$ cat config.mk
export PLATFORM = sky130hd
export DESIGN_NAME = program_loader
export DESIGN_NICKNAME = d
export VERILOG_FILES = /design/src/rtl/program_loader.sv
export SDC_FILE = /design/constraint.sdc
export NUM_CORES = 1
export LEC_CHECK = 0
export BUFFER_PORTS_ARGS = -buffer_cell sky130_fd_sc_hd__buf_2
export CORE_ASPECT_RATIO = 0.6
export CORE_MARGIN = 8
export CORE_UTILIZATION = 55
export DETAILED_ROUTE_END_ITERATION = 10
export PLACE_DENSITY = 0.84
export SYNTH_ARGS = -nofsm -noshare
export SYNTH_HDL_FRONTEND = slang
export SYNTH_SLANG_ARGS = --single-unit
$ cat constraint.sdc
create_clock -name clk -period 3.55 [get_ports clk]
set_input_delay 0.355 -clock clk [delete_from_list [all_inputs] [get_ports clk]]
set_output_delay 0.355 -clock clk [all_outputs]
set_load 0.005 [all_outputs]
$ cat src/rtl/program_loader.sv
// program_loader: streams a boot image into RAM, then releases the CPU from reset
module program_loader #(
  parameter int ADDR_W = 8,
  parameter logic [ADDR_W-1:0] START_ADDR = 8'h04,
  parameter int RELEASE_DELAY = 2
) (
  input  logic              clk,
  input  logic              reset,
  input  logic              s_valid,
  input  logic [31:0]       s_data,
  input  logic              s_last,
  output logic              s_ready,
  input  logic              restart,
  output logic              inst_input,
  output logic [ADDR_W-1:0] inst_addr,
  output logic [31:0]       instruction,
  output logic              RAM_Reset,
  output logic              cpu_reset,
  output logic              load_done,
  output logic              overflow,
  output logic [ADDR_W-1:0] word_count
);
  typedef enum logic [2:0] {CLEAR, LOAD, RELEASE, RUN, ERROR} state_t;
  localparam int CW = $clog2(RELEASE_DELAY + 1);
  localparam logic [ADDR_W-1:0] LAST_ADDR = {{(ADDR_W-2){1'b1}}, 2'b00};
  state_t            state;
  logic [ADDR_W-1:0] ptr;
  logic [CW-1:0]     cnt;
  // loader FSM: every output is registered and follows the state it enters
  always_ff @(posedge clk or negedge reset) begin
    if (!reset) begin
      state       <= CLEAR;
      ptr         <= START_ADDR;
      cnt         <= '0;
      s_ready     <= 1'b0;
      inst_input  <= 1'b0;
      inst_addr   <= START_ADDR;
      instruction <= '0;
      RAM_Reset   <= 1'b1;
      cpu_reset   <= 1'b1;
      load_done   <= 1'b0;
      overflow    <= 1'b0;
      word_count  <= '0;
    end else begin
      inst_input <= 1'b0;
      case (state)
        CLEAR: begin
          state      <= LOAD;
          RAM_Reset  <= 1'b0;
          s_ready    <= 1'b1;
          ptr        <= START_ADDR;
          word_count <= '0;
        end
        LOAD: if (s_valid && s_ready) begin
          inst_input  <= 1'b1;
          inst_addr   <= ptr;
          instruction <= s_data;
          ptr         <= ptr + ADDR_W'(4);
          word_count  <= word_count + 1'b1;
          if (s_last) begin
            state   <= RELEASE;
            s_ready <= 1'b0;
            cnt     <= '0;
          end else if (ptr == LAST_ADDR) begin
            state    <= ERROR;
            s_ready  <= 1'b0;
            overflow <= 1'b1;
          end
        end
        RELEASE: if (cnt == CW'(RELEASE_DELAY)) begin
          state     <= RUN;
          cpu_reset <= 1'b0;
          load_done <= 1'b1;
        end else cnt <= cnt + 1'b1;
        RUN, ERROR: if (restart) begin
          state       <= CLEAR;
          RAM_Reset   <= 1'b1;
          cpu_reset   <= 1'b1;
          load_done   <= 1'b0;
          overflow    <= 1'b0;
          ptr         <= START_ADDR;
          word_count  <= '0;
          inst_addr   <= START_ADDR;
          instruction <= '0;
        end
        default: state <= CLEAR;
      endcase
    end
  end
endmodule

* Word-level counts from Yosys, hierarchy flattened
Index checks and enable logic that the tools add are counted.
** Word-level totals
- Register bits after elaboration :: 67
- Bits in latches :: 0
- Memory bits (writable) :: 0
- Memory bits (read-only) :: 0
- Input port bits :: 37
- Output and inout bits :: 54
- Word-level logic and storage cells :: 84
- Memories kept :: 0
** Cells by class
- Add/subtract/negate cells :: 3
- Multiply operators :: 0
- Divide/modulo/power cells :: 0
- $lt $le $gt $ge :: 0
- Eq/ne operators :: 14
- Shift-type cells :: 0
- Mux-type cells :: 38
- Bitwise gates (word level) :: 0
- Reductions and logical operators :: 17
** Operators with widths (count)
- 2-to-1 mux 32 bit :: 2
- one-hot mux 32 bit (2 select lines) :: 1
- one-hot mux 8 bit (3 select lines) :: 2
- 2-to-1 mux 8 bit :: 5
- one-hot mux 8 bit (2 select lines) :: 1
- 2-to-1 mux 3 bit :: 5
- inequality test 2 bit (second input constant) :: 7
- 2-to-1 mux 1 bit :: 12
- one-hot mux 3 bit (4 select lines) :: 1
- AND reduction 3 bit :: 4
- one-hot mux 1 bit (2 select lines) :: 5
- nonzero test 2 bit :: 5
- adder 8 x 1 -> 8 bit (second input constant) :: 1
- adder 8 x 3 -> 8 bit (second input constant) :: 1
- equality test 8 bit (second input constant) :: 1
- AND reduction 4 bit :: 2
- equality test 3 x 2 -> 1 bit (second input constant) :: 2
- 2-to-1 mux 2 bit :: 3
- AND reduction 5 bit :: 1
- one-hot mux 2 bit (2 select lines) :: 1
- equality test 3 x 1 -> 1 bit (second input constant) :: 1
- equality test 3 bit (second input constant) :: 1
- logical NOT 3 bit :: 1
- inequality test 3 bit (second input constant) :: 1
- 6 further kinds :: 6

* Logic depth before layout (Yosys ltp)
- Word-level depth :: 5
- Mapped depth :: 7
- Mapped depth without buffers :: 5

* Worst setup path before layout
Ideal clock, no wire load.
- Path kind :: register to register
- Start point :: register state[1]
- End point :: register overflow
- Setup time :: 127 ps
- Arrival :: 1317 ps
- Data required time :: 3423 ps
- Setup slack :: 2106 ps
- Stages on the path, launching flop included :: 6
- Path buffers :: 2
- Clock period less this slack :: 1444 ps
- Cells stage by stage :: dfrtp_1 -> buf_6 -> or3b_1 -> buf_6 -> o32ai_2 -> a21oi_1
** On the way
- Longest elaborated chain between the ends :: 4
- Elaborated cells on any way between the ends :: 11
- Classes of those cells :: eq/ne (7); mux (1); reduce/logical (3)
** Ends and longest elaborated chain
- start: declaration :: line 26 : state_t state;
- start signal: assignment :: line 32 : state <= CLEAR;
- start signal: assignment :: line 48 : state <= LOAD;
- start signal: assignment :: line 61 : state <= RELEASE;
- equality test 3 x 2 -> 1 bit / equality test 3 bit (equally long branches) :: line 46 : case (state)
- OR reduction 2 bit :: line 46
- inequality test 2 bit (no source line) / nonzero test 2 bit (equally long branches)
- AND reduction 5 bit (no source line)
- end signal: assignment :: line 42 : overflow <= 1'b0;
- end signal: assignment :: line 67 : overflow <= 1'b1;
- end signal: assignment :: line 80 : overflow <= 1'b0;
- end: declaration :: line 20 : output logic overflow,
Several ways; a longest one is shown, not always the timed one.
A chain may end at the register's enable or synchronous reset.

* Worst setup path after layout
- Start point :: register state[1]
- End point :: register instruction[25]
** On the way
- Longest elaborated chain between the ends :: 4
- Elaborated cells on any way between the ends :: 9
- Classes of those cells :: eq/ne (5); mux (1); reduce/logical (3)
** Ends and longest elaborated chain
- equality test 3 x 2 -> 1 bit / equality test 3 bit (equally long branches) :: line 46
- OR reduction 2 bit :: line 46
- inequality test 2 bit (no source line) / nonzero test 2 bit (equally long branches)
- AND reduction 3 bit (no source line)
- end signal: assignment :: line 57 : instruction <= s_data;
- end: declaration :: line 16 : output logic [31:0] instruction,
Several ways; a longest one is shown, not always the timed one.

==> run summary <==
clock slew at reported path FFs: 0.07 ns
CTS tree: yes
slew margin rel.: 41.8%
post-CTS setup buffers: 0
Core Util, Final: 66.9%
Tightest Pin Transition: 0.872 ns
WL/cell: 15.9 um
vias per cell: 5.51
DRT antenna net count: 0
Clock Path Buffers: 2
cts bufs inserted: 9
RSZ-0062 raised after global routing: no
Non-Filler Instances: 475
largest net degree at the start of global routing: 51
kind of end point of the critical path: register
worst setup path end: instruction[25]
# rows: 21
post-layout min period: 2.36 ns
share of cells above drive strength 1: 33.0%
Netlist cell types: 46
Post-synth top flop: dfrtp_1
die height: 74.0 um
origin of the critical flop-to-flop path: state[1]
slowest stage delay, CP: 0.65 ns
syn nets: 357
clk_skew: 0.00678 ns
Worst VDD drop: 0.000392 V
post-layout net count: 442
Port Buffer Count: 90
sequential-to-total area share from yosys stat: 52.2%
outcome: finished clean
pwr dens: 760 mW/mm^2
Syn Inst Count: 316
PostCTS Resize Cnt: 0
Top Family by Delay on Critical Path: compound AO/OA/AOI/OAI gates
# DRC: 0
Worst R2R Setup Slack: 1.19 ns
Req. time, crit path: 3.72 ns
maximum clock rate: 424 MHz
Inst Count DP: 459
n_diodes: 0
number of synthesized flops with an enable pin: 0
Slowest-stage cell, CP: o21ai_4
ranking of synthesized cells by area: dfrtp_1 49%, o21ai_0 7.3%, nand3_1 6.8%
antenna violations before repair: 0
Mapped Area: 0.00308 mm^2
R2R depth: 5
worst-path fanout max: 38
Setup Viol. Count Final: 0
Mean Syn Cell Area: 9.75 um^2
CTS sink cnt: 64
Setup crit start: state[1]
Post-synth ARST share: 100%
Yosys top cell area share: 48.7%
r2r endpoint: instruction[25]
Seq cells post-synth: 64
global-route wire length before repair: 12200 um
starting density of the core: 56.1%
Crit path depth: 5
number of global-route vias before repair: 2481
htree depth: 3
final wirelength: 7540 um
Critical path buffers and inverters: 2
gr usage total: 18.5%
RD Place Congestion: 0.857
Cell Chain, Critical Path: inv_1, mux2i_4, buf_4, o21ai_4, o21ai_0
crit path launch type: register
die area: 0.00833 mm^2
WS Path Type: reg2reg
TNS Setup: 0 ns
# IOs: 91
Max Cap Viol: 0
Core ar.: 0.00549 mm^2
PnR Total Power: 2.79 mW
CTS Root Cell: clkbuf_8
worst-skew pair later-pin latency: 0.34 ns
Crit path arrival time: 2.53 ns
hpwl dp: 5370 um
cell taking the most area after synthesis: dfrtp_1
DRT Pass-1 Iters: 5
final hold slack: 0.0468 ns
worst min path class: in2async
hold-fix buffers at CTS: 0
Area Growth Syn to Fin: 19.3%
final hold violation count: 0
routed vias: 2618
die width: 113 um
GR Overflow Total: 0
LEAKAGE: 1.84 nW
Slew Limit Fails: 0
drt initial violations: 144
final worst-path cycle share: 66.5%
Ys Warns: 0
metrics by stage:
step | instance area [um^2] | setup slack [ns]
3_3_place_gp | 3490 | 1.40
2_1_floorplan | 3080 | 2.11
6_report | 3680 | 1.19
4_1_cts | 3680 | 1.22
5_1_grt | 3680 | 1.08
3_5_place_dp | 3490 | 1.21
kinds of logic (layout without fill, tap and decap cells):
| logic type | Yosys count | count (layout) | share of synthesized area [%] |
|---|---|---|---|
| and+or+nand+nor | 91 | 91 | 15.5 |
| AOI/OAI and AO/OA | 86 | 86 | 18.4 |
| buffers and inverters | 67 | 157 | 10.6 |
| DFF | 64 | 64 | 52.2 |
| adders and majority gates | 4 | 4 | 1.62 |
| muxes | 3 | 3 | 1.42 |
| xor gates and xnor gates | 1 | 1 | 0.284 |
worst register-to-register path, delay by kind of cell, from the launching register on:
kind / cells / cell delay (ns)
AOI/OAI and AO/OA: 2 / 0.88
DFF: 1 / 0.60
muxes: 1 / 0.24
buffers and inverters: 2 / 0.49
per-layer routing:
metal | part of all wire, % | wire (um) | up-vias | GRT usage (%)
li1 | - | - | 1235 | -
met1 | 47 | 3550 | 1274 | 25.3
met2 | 45 | 3360 | 105 | 26.7
met3 | 7.7 | 581 | 4 | 6.65
met4 | 0.68 | 51 | 0 | 6.23
met5 | 0 | 0 | - | 0
area by class of cell:
cell class,count,area [um^2]
clock buffer,10,128
clock inverter,6,60.1
fill,413,1820
inverter,49,184
multi-input combinational,185,1150
sequential,64,1610
tap,69,86.3
timing repair buffer,92,465
registers in the layout, indices dropped and copies added (netlist names):
| register | cells |
|---|---|
| word_count | 8 |
| overflow | 1 |
| s_ready | 1 |
| state | 3 |
| inst_input | 1 |
| RAM_Reset | 1 |
| cnt | 2 |
| ptr | 6 |
| cpu_reset | 1 |
| instruction | 32 |
| inst_addr | 7 |
| load_done | 1 |
placed cells by master (no fill, tap or decap), types with 6 or more instances in the layout:
cell type / synthesis / routed
dfrtp_1: 60 / 60
o21ai_1: 6 / 6
nand3_1: 42 / 42
o21ai_2: 8 / 8
nor2_1: 12 / 12
inv_1: 48 / 48
a21oi_1: 10 / 10
buf_2: 7 / 90
o21ai_0: 45 / 45
clkbuf_8: 0 / 9
nand2_1: 11 / 11
synth_stat cells, drive strengths merged (2+ instances only):
cell type  instances
a21oi             12
a22o               2
a31oi              2
and2               3
and2b              2
and3               4
and4b              2
buf               18
dfrtp             60
dfstp              4
ha                 4
inv               49
mux2i              2
nand2             12
nand2b             3
nand3             42
nor2              12
nor3               3
o21a               2
o21ai             60
o21bai             2
or3                4
worst min-delay path by stage:
stage	to	slack (ns)	cells past startpoint
2_1_floorplan	cnt[0]	0.06	0
3_3_place_gp	word_count[0]	0.43	1
3_5_place_dp	word_count[0]	0.43	1
4_1_cts	word_count[0]	0.06	1
5_1_grt	word_count[1]	0.1	1
6_report	word_count[0]	0.05	1
report_power, final:
part	switching, mW	internal (mW)	total [mW]
Sequential	0.182	0.972	1.15
Clock	0.281	0.320	0.601
Combinational	0.616	0.422	1.04
Power figures use the tool's default switching activity.
